==> config.mk <==
export PLATFORM = sky130hd
export DESIGN_NAME = timer_responder_flat
export DESIGN_NICKNAME = d
export VERILOG_FILES = /design/src/rtl/timer_responder_if.sv /design/src/rtl/timer_responder.sv /design/src/flat_wrapper.sv
export SDC_FILE = /design/constraint.sdc
export NUM_CORES = 1
export LEC_CHECK = 0
export ABC_CLOCK_PERIOD_IN_PS = 3900
export BUFFER_PORTS_ARGS = -buffer_cell sky130_fd_sc_hd__buf_2
export CORE_UTILIZATION = 54
export DETAILED_ROUTE_END_ITERATION = 10
export PLACE_DENSITY = 0.81
export SLEW_MARGIN = 20
export SYNTH_ARGS = -nofsm -noshare
export SYNTH_HDL_FRONTEND = slang
export SYNTH_SLANG_ARGS = --single-unit
==> constraint.sdc <==
create_clock -name clk -period 3.9 [get_ports clk]
set_input_delay 1.17 -clock clk [delete_from_list [all_inputs] [get_ports clk]]
set_output_delay 1.17 -clock clk [all_outputs]
set_load 0.02 [all_outputs]
==> src/rtl/timer_responder_if.sv <==
// Data-bus port bundle between the M stage and the memory-mapped timer.
interface timer_responder_if;
    logic [31:0] addr;
    logic        we;
    logic [3:0]  byteen;
    logic [31:0] wdata;
    logic        hit;
    logic [31:0] rdata;
    logic        irq;

    modport master (output addr, we, byteen, wdata, input hit, rdata, irq);
    modport slave  (input addr, we, byteen, wdata, output hit, rdata, irq);
endinterface

==> src/rtl/timer_responder.sv <==
// Countdown timer on a 16-byte data-bus window: CTRL/PRESET/COUNT registers,
// four-state countdown FSM and a level interrupt toward the CPU.
module timer_responder #(
    parameter logic [31:0] BASE_ADDR = 32'h0000_7F00
) (
    input  logic               clk,
    input  logic               reset,
    timer_responder_if.slave   bus
);
    localparam int unsigned DW    = 32;
    localparam int unsigned CW    = 4;
    localparam int unsigned LANES = 4;

    localparam logic [1:0] REG_CTRL   = 2'd0;
    localparam logic [1:0] REG_PRESET = 2'd1;
    localparam logic [1:0] REG_COUNT  = 2'd2;

    typedef enum logic [1:0] {
        S_IDLE = 2'd0,
        S_LOAD = 2'd1,
        S_CNT  = 2'd2,
        S_INT  = 2'd3
    } state_t;

    state_t          r_state, w_state_nxt;
    logic [CW-1:0]   r_ctrl, w_ctrl_nxt;
    logic [DW-1:0]   r_preset, w_preset_nxt;
    logic [DW-1:0]   r_count, w_count_nxt;
    logic            r_flag, w_flag_nxt;

    logic            w_hit;
    logic            w_wr;
    logic [1:0]      w_sel;
    logic            w_en;
    logic            w_im;
    logic            w_autoreload;
    logic            w_set_flag;
    logic            w_clr_flag;
    logic [DW-1:0]   w_rdata;
    logic            w_unused;

    assign w_hit        = (bus.addr[31:4] == BASE_ADDR[31:4]);
    assign w_wr         = bus.we & w_hit;
    assign w_sel        = bus.addr[3:2];
    assign w_en         = r_ctrl[0];
    assign w_im         = r_ctrl[3];
    assign w_autoreload = (r_ctrl[2:1] == 2'b01);
    assign w_unused     = ^bus.addr[1:0];

    // Next-state, register-update and flag logic
    always_comb begin
        w_state_nxt  = r_state;
        w_ctrl_nxt   = r_ctrl;
        w_preset_nxt = r_preset;
        w_count_nxt  = r_count;
        w_flag_nxt   = r_flag;
        w_set_flag   = 1'b0;
        w_clr_flag   = 1'b0;

        case (r_state)
            S_IDLE: begin
                if (w_en) w_state_nxt = S_LOAD;
            end
            S_LOAD: begin
                w_count_nxt = r_preset;
                w_state_nxt = S_CNT;
            end
            S_CNT: begin
                if (!w_en) begin
                    w_state_nxt = S_IDLE;
                end else if (r_count > DW'(1)) begin
                    w_count_nxt = r_count - DW'(1);
                end else begin
                    w_count_nxt = '0;
                    w_set_flag  = 1'b1;
                    w_state_nxt = S_INT;
                end
            end
            S_INT: begin
                if (w_autoreload) w_clr_flag = 1'b1;
                else              w_ctrl_nxt[0] = 1'b0;
                w_state_nxt = S_IDLE;
            end
            default: w_state_nxt = S_IDLE;
        endcase

        // CPU CTRL write overrides the one-shot EN clear
        if (w_wr && (w_sel == REG_CTRL) && bus.byteen[0])
            w_ctrl_nxt = bus.wdata[CW-1:0];

        for (int i = 0; i < LANES; i++) begin
            if (w_wr && (w_sel == REG_PRESET) && bus.byteen[i])
                w_preset_nxt[8*i +: 8] = bus.wdata[8*i +: 8];
        end

        if (w_wr && ((w_sel == REG_CTRL) || (w_sel == REG_PRESET)))
            w_clr_flag = 1'b1;

        // Set has priority so a concurrent write never drops an interrupt
        if (w_set_flag)      w_flag_nxt = 1'b1;
        else if (w_clr_flag) w_flag_nxt = 1'b0;
    end

    always_ff @(posedge clk or posedge reset) begin
        if (reset) begin
            r_state  <= S_IDLE;
            r_ctrl   <= '0;
            r_preset <= '0;
            r_count  <= '0;
            r_flag   <= 1'b0;
        end else begin
            r_state  <= w_state_nxt;
            r_ctrl   <= w_ctrl_nxt;
            r_preset <= w_preset_nxt;
            r_count  <= w_count_nxt;
            r_flag   <= w_flag_nxt;
        end
    end

    // Same-cycle read mux so the M stage never stalls
    always_comb begin
        w_rdata = '0;
        if (w_hit) begin
            case (w_sel)
                REG_CTRL:   w_rdata = DW'(r_ctrl);
                REG_PRESET: w_rdata = r_preset;
                REG_COUNT:  w_rdata = r_count;
                default:    w_rdata = '0;
            endcase
        end
    end

    assign bus.hit   = w_hit;
    assign bus.rdata = w_rdata;
    assign bus.irq   = r_flag & w_im;
endmodule

==> src/flat_wrapper.sv <==
// flat-port wrapper written by rule: the top's interface ports become plain ports
module timer_responder_flat 
#(
    parameter logic [31:0] BASE_ADDR = 32'h0000_7F00
)
  (clk, reset, bus_addr, bus_we, bus_byteen, bus_wdata, bus_hit, bus_rdata, bus_irq);
  timer_responder_if bus_i ();
  input  logic clk;
  input  logic reset;
  input wire logic [$bits(bus_i.addr)-1:0] bus_addr;
  input wire logic [$bits(bus_i.we)-1:0] bus_we;
  input wire logic [$bits(bus_i.byteen)-1:0] bus_byteen;
  input wire logic [$bits(bus_i.wdata)-1:0] bus_wdata;
  output wire logic [$bits(bus_i.hit)-1:0] bus_hit;
  output wire logic [$bits(bus_i.rdata)-1:0] bus_rdata;
  output wire logic [$bits(bus_i.irq)-1:0] bus_irq;
  assign bus_i.addr = bus_addr;
  assign bus_i.we = bus_we;
  assign bus_i.byteen = bus_byteen;
  assign bus_i.wdata = bus_wdata;
  assign bus_hit = bus_i.hit;
  assign bus_rdata = bus_i.rdata;
  assign bus_irq = bus_i.irq;
  timer_responder #(.BASE_ADDR(BASE_ADDR)) u_core (.clk(clk), .reset(reset), .bus(bus_i));
endmodule
==> flow_metrics.py <==
metrics = {
    "run_status": {
        "status": "finished clean",
    },
    "global_routing": {
        "grt_use_met2_pct": 48.92,
        "busiest_layer": "met2",
        "grt_pass1_wl_microns": 17950,
        "antenna_found_initial": 0,
        "track_usage_pct": 29.67,
        "grt_pass1_vias": 3763,
        "grt_use_met3_pct": 5.817,
        "grt_max_degree": 50,
        "grtUsageMet1_pct": 37.98,
        "overflow": 0,
    },
    "worst_setup_path": {
        "arrival_ps": 2630,
        "slowest_stage": "or3_4",
        "slowest_delay_ps": 450,
        "critPathBufInv": 3,
        "path_cells": "buf_2 > nor4b_2 > nand4_1 > or3_4 > clkbuf_16 > nor2_2 > buf_2",
        "critPathKind": "in2out",
        "cpLargestDelayFamily": "simple AND/OR/NAND/NOR gates",
        "worstPathRequired_ps": 2730,
        "crit_path_end_kind": "primary output",
        "start_kind": "input pin",
        "crit_fanout": 18,
        "cpMostUsedCell": "buf_2",
    },
    "synth": {
        "ys_warn_count": 0,
        "synth_area_sq_um": 4123,
        "synth.largest_area_cell": "dfrtp_1",
        "post_synth_fa_ha_maj_area_fraction_pct": 0.6070,
        "synthFlopType": "dfrtp_1",
        "postSynth.asyncResetShare_pct": 100.0,
        "synth_top_family_by_area": "simple AND/OR/NAND/NOR gates",
        "synth_fp_nets": 515,
        "synth_xor_area_share_pct": 0,
        "synthMuxAreaShare_pct": 10.53,
        "yosys.area_share.simple_pct": 25.61,
        "ys_seq_elements": 71,
        "synth_area_leaders": "dfrtp_1 (43%), mux2_2 (9.6%), a22oi_1 (7.6%)",
        "synth_top_cell_area_share_pct": 43.10,
        "ys_types": 49,
        "synth_compound_area_share_pct": 16.78,
        "yosysSeqAreaShare_pct": 43.10,
        "synth-edff-count": 0,
        "syn_area_per_cell_sq_um": 9.327,
        "synth_cells": 442,
    },
    "power_and_ir_drop": {
        "total_power_uw": 1412,
        "leakagePower_uw": 0.002478,
        "power_density_nw_per_um2": 276.7,
        "vdd_drop_max_uv": 160.0,
    },
    "routing": {
        "drtIter0Drc": 349,
        "vias": 4043,
        "viasPerCell": 6.230,
        "wirelength_microns": 11680,
        "wire_per_inst_microns": 18.00,
        "ant_nets": 0,
        "drc": 0,
        "dr.pass1.iters": 8,
    },
    "finish": {
        "final_nets": 619,
        "diodes": 0,
        "fillers": 580,
        "drive_above_1_share_pct": 39.09,
        "final_cells": 649,
        "area_growth_pct": 23.79,
    },
    "place": {
        "dp.cells": 633,
        "dp_hpwl_microns": 7925,
        "place_congestion": 0.9369,
        "port_buffers": 102,
        "preCtsSetupSlack_ps": -32.17,
    },
    "sta": {
        "max_freq_mhz": 263.1,
        "finalWorstSetupSlack_ps": 99.17,
        "fin_skew_ps": 7.799,
        "holdWs_ps": 519.4,
        "rsz0062_at_grt": "no",
        "fin_setup_tns_ps": 0,
        "fin_crit_sh_pct": 97.46,
        "fin_crit_ps": 3801,
        "max_slew_margin_pct": 42.06,
        "setup_viol": 0,
        "tightest_slew_ps": 868.1,
        "finalMaxSlewViolations": 0,
        "report.final.hold_viol_count": 0,
    },
    "floorplan": {
        "dieArea_sq_um": 7988,
        "die_x_microns": 89.38,
        "core-area_sq_um": 7331,
        "io_pins": 105,
        "rows": 31,
        "initial_utilization_pct": 56.24,
        "die_y_microns": 89.38,
    },
    "clock_network": {
        "clk_latency_ps": 350,
        "clock_path_buffers": 2,
        "tritoncts": "yes",
        "cts_made_buffers": 9,
        "post_cts_buffers": 0,
        "cts-htree-levels": 3,
        "path_clk_slew_ps": 70,
        "clock-root-buffer": "clkbuf_8",
        "cts_sinks": 71,
    },
    "job": {
        "cap_viol_max_count": 0,
    },
    "worst_hold_path": {
        "hold_class": "reg2reg",
    },
}
logic make-up after synthesis:
logic type | after synthesis
adder cells (fa/ha/maj) | 2
AND/OR/NAND/NOR | 197
multiplexers | 39
flip-flops | 71
AO/OA/AOI/OAI | 97
buffers and inverters | 36
what timing repair did:
action / CTS / global route
gates cloned: 0 / 1
endpoints found under the setup margin: 32 / 33
gates resized for setup: 1 / 4
hold buffers: 0 / 0
routing by layer:
metal,up-vias,share of wire [%]
met5,-,0
met4,0,2.3
met3,22,7.4
met2,193,48
met1,1953,42
li1,1875,-
stage by stage:
step	util (%)	cell area (sq um)
global placement	66.17	4851
CTS	68.95	5055
global route	69.62	5104
detailed placement	66.17	4851
finish	69.62	5104
floorplan	-	4173
layout make-up:
type	count	area [sq um]	area share, %
multi-input cells	335	2295	44.96
flip-flops and latches	71	1777	34.81
repair buffers	120	675.6	13.24
clock buffers	12	155.1	3.040
well taps	99	123.9	2.427
clock inverters	3	42.54	0.8335
inverters	9	35.03	0.6864
sequential cells by signal (all words and copies together) (netlist names):
register         cells
u_core.r_count      32
u_core.r_ctrl        4
u_core.r_flag        1
u_core.r_preset     32
u_core.r_state       2
synthesized netlist by cell type (all sizes together), types with 4 or more instances:
cell    number
dfrtp       71
nor2        57
a22oi       42
mux2        35
nand2       29
nand3       28
clkbuf      22
o21ai       14
nor3        11
nor4        11
or3         11
a21oi       10
inv          9
nand4        9
or4          9
o311ai       8
a32oi        7
or2          7
buf          5
nand2b       5
nor2b        5
mux2i        4
o211ai       4
worst reg2reg max path: cells and delay by family (launching register included):
family	cells	cell delay (ps)
buffers and inverters	1	110
and+or+nand+nor	6	1920
DFF	1	460
adders and majority gates	1	220
power by group:
| part | total [uW] | internal [uW] | switching [uW] |
|---|---|---|---|
| Sequential | 736 | 736 | 0.0000448 |
| Combinational | 75.2 | 32.2 | 43.0 |
| Clock | 601 | 326 | 275 |
path summary, 6_finish.rpt:
kind / from / endpoint / slack [ps] / depth (start not counted)
max: bus_addr[21] / bus_rdata[13] / 100 / 7
min: u_core.r_preset[15] / u_core.r_count[15] / 520 / 2
max reg2reg: u_core.r_count[0] / u_core.r_count[30] / 1070 / 8
min reg2reg: u_core.r_preset[15] / u_core.r_count[15] / 520 / 2
max in group asynchronous: reset / u_core.r_count[4] / 2240 / 3
min in group asynchronous: reset / u_core.r_preset[0] / 970 / 2
placed cells by master (no fill, tap or decap), drive strengths merged, types with 3 or more instances in the layout:
cell / count
nand2: 29
a22oi: 42
inv: 8
or4: 9
buf: 119
nand2b: 5
nand3b: 3
o211ai: 4
nor2: 57
nor4b: 3
or3: 11
nand4: 9
mux2: 35
mux2i: 4
a32oi: 7
nand3: 28
o311ai: 8
clkbuf: 13
dfrtp: 71
nor3: 11
nor2b: 5
nor4: 11
o21ai: 14
a21oi: 10
or2: 7
nand4b: 3
Note: power is estimated with default switching activity, not from simulation.
